`src/rtl/dec138_scan_pkg.sv`:
```
// rtl/dec138_scan_pkg.sv - shared state type and enable encodings for the 3-to-8 decoder scan sequencer
package dec138_scan_pkg;

    typedef enum logic [1:0] {
        IDLE   = 2'd0,
        ACTIVE = 2'd1,
        BLANK  = 2'd2,
        DONE   = 2'd3
    } scan_state_t;

    // Enable triple ordered {e1_bar, e2_bar, e3}
    localparam logic [2:0] EN_ON  = 3'b001;
    localparam logic [2:0] EN_OFF = 3'b110;

    function automatic logic state_is_busy(scan_state_t s);
        return (s == ACTIVE) || (s == BLANK);
    endfunction

endpackage

```
`src/rtl/dec138_scan_seq_slot_next_find.sv`:
```
// rtl/dec138_scan_seq_slot_next_find.sv - combinational search for the next and the lowest enabled slot
module slot_next_find (
    input  logic [7:0] mask,
    input  logic [2:0] idx,
    output logic [2:0] next_idx,
    output logic       found_above,
    output logic [2:0] first_idx,
    output logic       any
);

    // Scan downward so the last hit is the lowest qualifying bit
    always_comb begin
        next_idx    = 3'd0;
        found_above = 1'b0;
        first_idx   = 3'd0;
        any         = |mask;
        for (int i = 7; i >= 0; i--) begin
            if (mask[i]) begin
                first_idx = 3'(i);
            end
            if (mask[i] && (3'(i) > idx)) begin
                next_idx    = 3'(i);
                found_above = 1'b1;
            end
        end
    end

endmodule

```
`src/rtl/dec138_scan_seq.sv`:
```
// rtl/dec138_scan_seq.sv - walks a 74138-style decoder through the masked slots with dwell and blanking
module dec138_scan_seq #(
    parameter int DWELL_W   = 8,
    parameter int BLANK_CYC = 1
) (
    input  logic               clk,
    input  logic               rst,
    input  logic               start,
    input  logic               stop,
    input  logic               mode,
    input  logic [7:0]         mask,
    input  logic [DWELL_W-1:0] dwell,
    output logic               a,
    output logic               b,
    output logic               c,
    output logic               e1_bar,
    output logic               e2_bar,
    output logic               e3,
    output logic               busy,
    output logic               done,
    output logic               wrap
);

    import dec138_scan_pkg::*;

    // Wide enough to hold BLANK_CYC-1 and never zero width
    localparam int BW = $clog2(BLANK_CYC + 2);
    localparam logic [BW-1:0] BLANK_LAST = BW'((BLANK_CYC > 0) ? BLANK_CYC - 1 : 0);

    scan_state_t        state, state_n;
    logic [2:0]         idx, idx_n;
    logic [DWELL_W-1:0] dwell_cnt, dwell_cnt_n;
    logic [DWELL_W-1:0] dwell_l, dwell_eff;
    logic [BW-1:0]      blank_cnt, blank_cnt_n;
    logic [7:0]         mask_l;
    logic               mode_l;
    logic               latch;
    logic               advance;
    logic               wrap_n;
    logic [2:0]         en, en_n;
    logic               busy_n;
    logic               done_n;

    logic [7:0]         search_mask;
    logic [2:0]         next_idx;
    logic               found_above;
    logic [2:0]         first_idx;
    logic               any;

    // A zero dwell still gives every slot one enabled cycle
    assign dwell_eff = (dwell == '0) ? DWELL_W'(1) : dwell;

    // In IDLE the first slot comes from the incoming mask; afterwards only the latched copy matters
    assign search_mask = (state == IDLE) ? mask : mask_l;

    slot_next_find u_find (
        .mask        (search_mask),
        .idx         (idx),
        .next_idx    (next_idx),
        .found_above (found_above),
        .first_idx   (first_idx),
        .any         (any)
    );

    // State register plus every registered output
    always_ff @(posedge clk) begin
        if (rst) begin
            state     <= IDLE;
            idx       <= 3'd0;
            dwell_cnt <= '0;
            blank_cnt <= '0;
            en        <= EN_OFF;
            busy      <= 1'b0;
            done      <= 1'b0;
            wrap      <= 1'b0;
        end else begin
            state     <= state_n;
            idx       <= idx_n;
            dwell_cnt <= dwell_cnt_n;
            blank_cnt <= blank_cnt_n;
            en        <= en_n;
            busy      <= busy_n;
            done      <= done_n;
            wrap      <= wrap_n;
        end
    end

    // Scan configuration is frozen at the accepted start
    always_ff @(posedge clk) begin
        if (rst) begin
            mask_l  <= 8'd0;
            mode_l  <= 1'b0;
            dwell_l <= '0;
        end else if (latch) begin
            mask_l  <= mask;
            mode_l  <= mode;
            dwell_l <= dwell_eff;
        end
    end

    // Next-state: stop beats start, dwell/blank counting, then slot advance
    always_comb begin
        state_n     = state;
        idx_n       = idx;
        dwell_cnt_n = dwell_cnt;
        blank_cnt_n = blank_cnt;
        wrap_n      = 1'b0;
        latch       = 1'b0;
        advance     = 1'b0;

        if (stop) begin
            state_n     = IDLE;
            idx_n       = 3'd0;
            dwell_cnt_n = '0;
            blank_cnt_n = '0;
        end else begin
            case (state)
                IDLE: begin
                    if (start) begin
                        latch = 1'b1;
                        if (any) begin
                            state_n     = ACTIVE;
                            idx_n       = first_idx;
                            dwell_cnt_n = dwell_eff;
                        end else begin
                            state_n = DONE;
                            idx_n   = 3'd0;
                        end
                    end
                end
                ACTIVE: begin
                    if (dwell_cnt <= DWELL_W'(1)) begin
                        dwell_cnt_n = '0;
                        if (BLANK_CYC > 0) begin
                            state_n     = BLANK;
                            blank_cnt_n = '0;
                        end else begin
                            advance = 1'b1;
                        end
                    end else begin
                        dwell_cnt_n = dwell_cnt - DWELL_W'(1);
                    end
                end
                BLANK: begin
                    if (blank_cnt == BLANK_LAST) begin
                        blank_cnt_n = '0;
                        advance     = 1'b1;
                    end else begin
                        blank_cnt_n = blank_cnt + BW'(1);
                    end
                end
                DONE: begin
                    state_n = IDLE;
                    idx_n   = 3'd0;
                end
                default: begin
                    state_n = IDLE;
                    idx_n   = 3'd0;
                end
            endcase

            if (advance) begin
                if (found_above) begin
                    state_n     = ACTIVE;
                    idx_n       = next_idx;
                    dwell_cnt_n = dwell_l;
                end else if (mode_l) begin
                    state_n     = ACTIVE;
                    idx_n       = first_idx;
                    dwell_cnt_n = dwell_l;
                    wrap_n      = 1'b1;
                end else begin
                    state_n = DONE;
                    idx_n   = 3'd0;
                end
            end
        end
    end

    // Output decode from the upcoming state so the registered outputs line up with it
    always_comb begin
        en_n   = (state_n == ACTIVE) ? EN_ON : EN_OFF;
        busy_n = state_is_busy(state_n);
        done_n = (state_n == DONE);
    end

    assign a      = idx[2];
    assign b      = idx[1];
    assign c      = idx[0];
    assign e1_bar = en[2];
    assign e2_bar = en[1];
    assign e3     = en[0];

endmodule

```
`config.mk`:
```
export PLATFORM = sky130hd
export DESIGN_NAME = dec138_scan_seq
export DESIGN_NICKNAME = d
export VERILOG_FILES = /design/src/rtl/dec138_scan_pkg.sv /design/src/rtl/dec138_scan_seq_slot_next_find.sv /design/src/rtl/dec138_scan_seq.sv
export SDC_FILE = /design/constraint.sdc
export NUM_CORES = 1
export LEC_CHECK = 0
export ABC_AREA = 0
export CAP_MARGIN = 20
export CORE_ASPECT_RATIO = 1.5
export CORE_MARGIN = 4
export CORE_UTILIZATION = 40
export DETAILED_ROUTE_END_ITERATION = 8
export DONT_BUFFER_PORTS = 1
export REMOVE_ABC_BUFFERS = 1
export SLEW_MARGIN = 20
export SYNTH_ARGS = -nofsm -noshare
export SYNTH_HDL_FRONTEND = slang
export SYNTH_HIERARCHICAL = 1
export SYNTH_SLANG_ARGS = --single-unit
```
`constraint.sdc`:
```
create_clock -name clk -period 3.25 [get_ports clk]
set_clock_uncertainty 0.2 [all_clocks]
set_input_delay 0.65 -clock clk [delete_from_list [all_inputs] [get_ports clk]]
set_output_delay 0.65 -clock clk [all_outputs]
set_load 0.01 [all_outputs]
```
==> impl_summary.md, run 1 <==
Setup path
The required time at the endpoint of the critical path is about 3300 ps. At the worst endpoint, the arrival time is 2910 ps. The worst setup path is captured at a register.

The critical path in this run is classified as reg -> reg. STA classifies the critical path startpoint as a register. In this run the worst path has a maximum fanout of 12.

Yosys
Of the synthesized area, sequential elements account for 33.43%. Synthesis produced a netlist whose cell count is 278. In this run, synthesis produced a sequential element count of 37. Counting flops with a built-in enable in the synthesized netlist gives 0. By count the netlist is led by sky130_fd_sc_hd__nand2_1, sky130_fd_sc_hd__dfxtp_1, sky130_fd_sc_hd__a21oi_1, sky130_fd_sc_hd__o21ai_1, sky130_fd_sc_hd__nor2_1. The summed instance area of the synthesized netlist is 2216 µm². The mean instance size in the synthesized netlist is 7.971 µm². The portion of synthesized cell area occupied by the leading cell type is roughly a third. After synthesis, the share of flip-flops with an asynchronous set or reset is 0%.

Among all flip-flop cells after synthesis, the most frequent one is sky130_fd_sc_hd__dfxtp_1. By area the synthesized netlist is led by sky130_fd_sc_hd__dfxtp_1, sky130_fd_sc_hd__a21oi_1, sky130_fd_sc_hd__nand2_1. The biggest area contributor in the post-synthesis netlist is sky130_fd_sc_hd__dfxtp_1. The netlist uses 54 different library cells. The most used standard cell by instance count after synthesis is sky130_fd_sc_hd__nand2_1.

The number of warnings reported in the yosys synthesis log is 6.

Detailed routing
The DRC violation count after routing is 0. The residual antenna-violating net count after detailed routing is 0. The routed layout has roughly 2,000 vias. The number of optimization iterations in the first detailed-route pass is 4.

The starting DRC count in detailed routing is 121. The final wirelength is 5620 µm. The per-cell routed wire length is between 15 and 20 µm.

After detailed routing, the number of vias per cell comes to ~5.7.

CTS
The number of clock sinks seen by CTS is 37. The total of cells resized after clock tree synthesis is 0. TritonCTS built the clock tree. The worst-skew pair later-pin latency is between 200 and 300 ps. The number of buffers on the longest clock path is 2. The H-tree was split into 2 levels.

Clock-pin slew was measured on the worst setup and hold paths at 80 ps. The CTS root buffer is sky130_fd_sc_hd__clkbuf_8. The number of buffers created by CTS is 5. The count of hold buffers inserted by post-cts repair is 0. Buffers added to address setup during post-CTS repair amount to 0.

Timing
In the finished design, the share of the clock period the worst path needs comes to 88.40%. The final hold violation count came to 0. The achievable frequency is 348.1 MHz. Setup repair after global routing left no endpoint under its margin. The max-slew headroom at the worst pin is 35.48%. Setup violations remaining at the end of the flow were counted as 0. The final critical path time including I/O delays and setup is 2873 ps. The final count of pins violating max slew is 0. For the pin with the worst max-slew slack, the measured transition is 963.7 ps. Adding up every negative setup slack in the final design gives 0 ps.

Cells and area
Once layout is complete, the utilization of the core stands at 45.44%. In the final design database the tool counted 305 nets. The fraction of final layout cells with drive strength greater than 1 is 9.353%.

The relative area change from synthesis to final layout is 7.567%. The antenna diode instance count is 0.

Die
The area of the die is 6819 µm². In this run the standard cell core region covers 5245 µm². During I/O placement, the number of pins put on the boundary was 30. The width of the die is 68.77 µm.

In this run the vertical extent of the chip is 99.16 µm. The starting density of the core is a little over two fifths. The floorplan has 32 rows.

Placed design
Summed over all nets, the half-perimeter wirelength after detailed placement is 4114 µm. During placement, the flow inserted port buffers numbering 0. Routability-driven placement finished with a final weighted congestion of 0.8348.

Power and ir drop
The static leakage is 0.8435 nW. For this design the ratio of total power to cell area is 459.2 nW/µm². The worst-case IR drop observed on VDD is around 0.00023 V.

Job
The count of max-cap constraint violations is 0.

Global routing
The first global-routing pass estimated 9487 µm of wire. The via count of the first global-routing pass is between 2,000 and 2,500. The largest net degree at the start of global routing is 25. The combined global-route utilization of all metal layers is ~18%. The aggregate global routing overflow is 0.

The number of antenna violations at the first check in global routing is 0.

Min path
The type of the tightest min-delay check is in -> reg.

Run status
The run finished with clean final reports.
==> area by class of cell <==
cell class / instances / area, µm²
fillers: 538 / 2861
multi-input cells: 215 / 1344
flip-flops and latches: 37 / 740.7
clock buffers: 7 / 86.33
well taps: 68 / 85.08
repair buffers: 8 / 60.06
inverters: 10 / 37.54
clock inverters: 1 / 30.03
==> metrics by stage <==
stage               hold slack, ps  setup WS (ps)  cell area (µm²)  power (mW)  cells
floorplan                    226.1          80.88             2122      0.6356    262
global placement             231.8          439.0             2267      0.6803    338
detailed placement           235.8          407.9             2267      0.6812    338
CTS                          207.8          381.0             2384       1.103    346
global route                 201.5          125.9             2384       1.146    346
finish                       226.3          377.1             2384       1.094    346
==> state kept, by name (all words and copies together), names as in the netlist, 2 cells and up <==
register   flops
idx            3
en             2
blank_cnt      2
state          2
mask_l         8
dwell_l        8
dwell_cnt      8
==> report_power, final <==
group	total, mW	leakage [nW]	switching [mW]	internal (mW)
Clock	0.423	0.0585	0.172	0.251
Combinational	0.176	0.483	0.0996	0.0763
Sequential	0.496	0.302	0.0222	0.473
==> critical path: stages (launching register included) <==
cell and delay, ps:
sky130_fd_sc_hd__dfxtp_1 310, sky130_fd_sc_hd__nor2_1 100, sky130_fd_sc_hd__buf_4 200, sky130_fd_sc_hd__mux2_1 390, sky130_fd_sc_hd__nor2b_2 190, sky130_fd_sc_hd__o21ai_0 150, sky130_fd_sc_hd__a21oi_1 90, sky130_fd_sc_hd__nand3b_1 230
sky130_fd_sc_hd__nor2_1 140, sky130_fd_sc_hd__nor2_1 70, sky130_fd_sc_hd__a211o_1 350, sky130_fd_sc_hd__ha_1 290, sky130_fd_sc_hd__nor2_1 90
==> layer usage <==
layer | GRT usage [%] | share of wire [%]
met1 | 19.44 | 38
met2 | 31.35 | 54
met3 | 4.859 | 6.1
met4 | 9.009 | 2.0
met5 | 0 | 0
==> path summary, 6_finish.rpt <==
kind                            slack [ps]  cells past startpoint                   start                     end
worst max register to register         380                     12     state[0]$_SDFF_PP0_         busy$_SDFF_PP0_
worst min-delay path                   230                      1                     rst  mask_l[1]$_SDFFE_PP0P_
worst min register to register         250                      2  mask_l[6]$_SDFFE_PP0P_  mask_l[6]$_SDFFE_PP0P_
worst max-delay path                   380                     12     state[0]$_SDFF_PP0_         busy$_SDFF_PP0_
==> logic make-up after synthesis <==
group | after synthesis | share of synthesized area (%)
AOI/OAI and AO/OA | 88 | 24.56
xor gates and xnor gates | 1 | 0.3953
adders and majority gates | 7 | 3.952
buffers and inverters | 26 | 5.929
DFF | 37 | 33.43
muxes | 12 | 5.929
and+or+nand+nor | 107 | 25.80
==> layout by cell type, fill, tap and decap left out, types with 2 or more instances in the layout <==
cell / instances
sky130_fd_sc_hd__nand3_1: 3
sky130_fd_sc_hd__dfxtp_1: 37
sky130_fd_sc_hd__nand3b_1: 4
sky130_fd_sc_hd__nor3b_1: 2
sky130_fd_sc_hd__a21oi_1: 35
sky130_fd_sc_hd__o221ai_1: 3
sky130_fd_sc_hd__ha_1: 7
sky130_fd_sc_hd__a22oi_1: 2
sky130_fd_sc_hd__a32oi_1: 2
sky130_fd_sc_hd__o21ai_1: 13
sky130_fd_sc_hd__a21bo_2: 2
sky130_fd_sc_hd__o21ai_2: 2
sky130_fd_sc_hd__clkbuf_8: 6
sky130_fd_sc_hd__nor4_1: 4
sky130_fd_sc_hd__buf_4: 8
sky130_fd_sc_hd__or2_1: 3
sky130_fd_sc_hd__nand2_1: 46
sky130_fd_sc_hd__and2b_1: 2
sky130_fd_sc_hd__a31oi_1: 7
sky130_fd_sc_hd__nor2_1: 12
sky130_fd_sc_hd__o21ai_0: 6
sky130_fd_sc_hd__nand2b_1: 5
sky130_fd_sc_hd__a221oi_1: 5
sky130_fd_sc_hd__mux2_1: 9
sky130_fd_sc_hd__inv_1: 10
sky130_fd_sc_hd__nor3_1: 6
sky130_fd_sc_hd__mux2i_1: 3
sky130_fd_sc_hd__nor2b_1: 7
sky130_fd_sc_hd__and3_1: 2
Power figures use the tool's default switching activity.
==> run 2: changes to the inputs <==
--- a/config.mk
+++ b/config.mk
@@ -12,6 +12,7 @@
 export CORE_UTILIZATION = 40
 export DETAILED_ROUTE_END_ITERATION = 8
 export DONT_BUFFER_PORTS = 1
+export PLACE_DENSITY = 0.66
 export REMOVE_ABC_BUFFERS = 1
 export SLEW_MARGIN = 20
 export SYNTH_ARGS = -nofsm -noshare
==> run 2 against run 1 <==
Against the previous run: register-to-register slack lost 40 ps; power decreased by 5.5%; via count shrank 1.1%; fmax fell by 1.5%; critical path depth is the same; clock power down 13%; routed wire length is 2.7% lower; combinational power is 2% lower; count of clock-buffer cells in the layout stayed put; flip-flop and latch count stayed put.
==> impl_summary.md, run 2 (synthesis results as in run 1) <==
Run status
The run finished with clean final reports.

Placed design
The post-place setup slack is 288.4 ps. The count of input and output buffers is 0. The wire-length estimate of the detail-placed layout is 3944 µm. At the end of routability-driven placement, the weighted congestion stood at 0.8944.

Setup path
The critical path in this run is classified as reg -> reg. At the worst endpoint, the required time is 3290 ps. STA puts the critical path data arrival time at between 2000 and 3000 ps.

The nature of the critical path startpoint is a register. The largest driver fanout on the critical path is 8. The critical path goes through nor2_1 > buf_4 > mux2_1 > nor2b_2 > o21ai_0 > a21oi_1 > nand3b_1 > nor2_1 > nor2_2 > a211o_1 > ha_1 > nor2_1. The kind of cell adding the most delay to the critical path is simple AND/OR/NAND/NOR gates. The most numerous cell type found on the critical path is sky130_fd_sc_hd__nor2_1. STA classifies the critical path endpoint as a register. The largest incremental delay on the critical path is ~380 ps. The combined buffer and inverter count along the critical path is 1.

For this design, the slowest cell found on the critical path is sky130_fd_sc_hd__mux2_1.

Cells and area
The antenna diode instance count is 0. Summing all multi-input logic gate instances after layout gives 1346 µm². The most common library cell in the layout ignoring fill and taps is sky130_fd_sc_hd__nand2_1. Registers take approximately 740 µm². In the layout the commonest cells are sky130_fd_sc_hd__nand2_1, sky130_fd_sc_hd__dfxtp_1, sky130_fd_sc_hd__a21oi_1. In the final layout, the registers with the most flip-flops are dwell_cnt x8, dwell_l x8, mask_l x8. In the final design database the tool counted 302 nets.

The number of fill cells is 528. Relative to the synthesized area, the layout overhead comes to 5.985%. In the final layout, the share of cells above drive strength 1 is 9.091%.

Detailed routing
The starting DRC count in detailed routing is 187. The total via count in the routed design is 1,956. The per-cell routed wire length is 15.94 µm.

The number of optimization iterations in the first detailed-route pass is 4. After detailed routing, the number of remaining DRC violations is 0. The residual antenna-violating net count after detailed routing is 0.

Using the TritonRoute via totals, the vias-per-cell ratio works out to 5.703. The routed design has 5467 µm of wire.

Die
The boundary pin count is 30. The floorplan step defined a die boundary enclosing 6819 µm². The initial utilization of the core area, before any placement, comes to 42.25%.

The area of the placeable core is between 5000 and 6000 µm². The floorplan step set the die height to 99.16 µm. The floorplan step set the die width to just under 70 µm. Row generation in the floorplan step produced 32 rows.

Timing
The setup slack after layout is 334.1 ps. In this run the tightest slew margin relative to its limit is 34.56%. At the pin with the least slew margin, the transition time is 977.5 ps. Setup violations remaining at the end of the flow were counted as 0. The final critical path time including I/O delays and setup is 2916 ps.

Setup repair after global routing left no endpoint under its margin. The final hold violation count is 0. The sum of negative setup slack is 0 ps.

The final count of pins violating max slew came to 0. For this run, the top clock speed supported by timing is 342.9 MHz. After layout, the worst path uses 89.72% of the clock period.

Global routing
The combined global-route utilization of all metal layers is around 18%. Entering global routing, the biggest net connects 25 pins. The via count of the first global-routing pass is 1,921.

The aggregate global routing overflow is 0. The number of antenna violations at the first check in global routing came to 0. The first global-routing pass estimated 9301 µm of wire.

CTS
The number of buffers inserted to repair setup after CTS is 0. In this run, post-CTS hold repair placed 0 buffers. The tree is rooted in a sky130_fd_sc_hd__clkbuf_8.

The H-tree depth is 2. TritonCTS built the clock tree. The number of clock buffers added by TritonCTS is 5. The worst-skew pair later-pin latency is 300 ps. The longest clock path from root to sink contains 2 buffers. The number of clock sinks seen by CTS is 37. The clock slew seen by the registers of the worst setup and hold paths is 80 ps.

Power and ir drop
In this run the power density over the cells is 440.5 nW/µm². The worst IR drop on VDD is 0.0001716 V. The static leakage is between 0.8 and 0.9 nW.

Min path
The type of the tightest min-delay check is in -> reg.

Job
Across the run, the number of max-cap violations was 0.
-- run 2: metal layers --
layer	part of all wire, %	global-route usage, %	vias up	wire length (µm)
met5	0	0	-	0
met4	3.0	9.459	0	165
met3	6.3	3.616	12	346
met2	50	28.48	55	2718
met1	41	21.58	903	2236
li1	-	-	986	-
-- run 2: layout make-up --
type                       count  area share [%]
inverter                      10           1.598
clock buffer                   7           4.102
multi-input combinational    215           57.33
timing repair buffer           5           1.598
tap                           68           3.623
clock inverter                 1          0.2131
sequential                    37           31.54
-- run 2: final timing paths --
| path | to | slack, ps | startpoint | cells after the start |
|---|---|---|---|---|
| setup / recovery | busy$_SDFF_PP0_ | 330 | state[0]$_SDFF_PP0_ | 12 |
| hold / removal | dwell_l[4]$_SDFFE_PP0P_ | 210 | rst | 1 |
| setup reg to reg | busy$_SDFF_PP0_ | 330 | state[0]$_SDFF_PP0_ | 12 |
| hold reg to reg | mask_l[1]$_SDFFE_PP0P_ | 250 | mask_l[1]$_SDFFE_PP0P_ | 2 |
-- run 2: power breakdown --
part	leakage (nW)	switching (mW)	internal, mW
combinational	0.467	0.0982	0.0739
sequential	0.302	0.0226	0.473
clock	0.0542	0.174	0.192
-- run 2: per-stage QoR --
stage	hold WS (ps)	utilization (%)	cell area, µm²	power (mW)	std cells
finish	211.2	44.78	2349	1.034	343
global route	205.7	44.78	2349	1.086	343
CTS	206.0	44.73	2346	1.036	343
detailed placement	238.4	42.80	2245	0.6768	335
global placement	233.7	42.80	2245	0.6744	335
floorplan	226.1	-	2122	0.6356	262
-- run 2: what timing repair did --
action                                  4_1_cts  5_1_grt
endpoints found under the setup margin        0        2
hold endpoints to repair                      0        0
resized for setup                             0        1
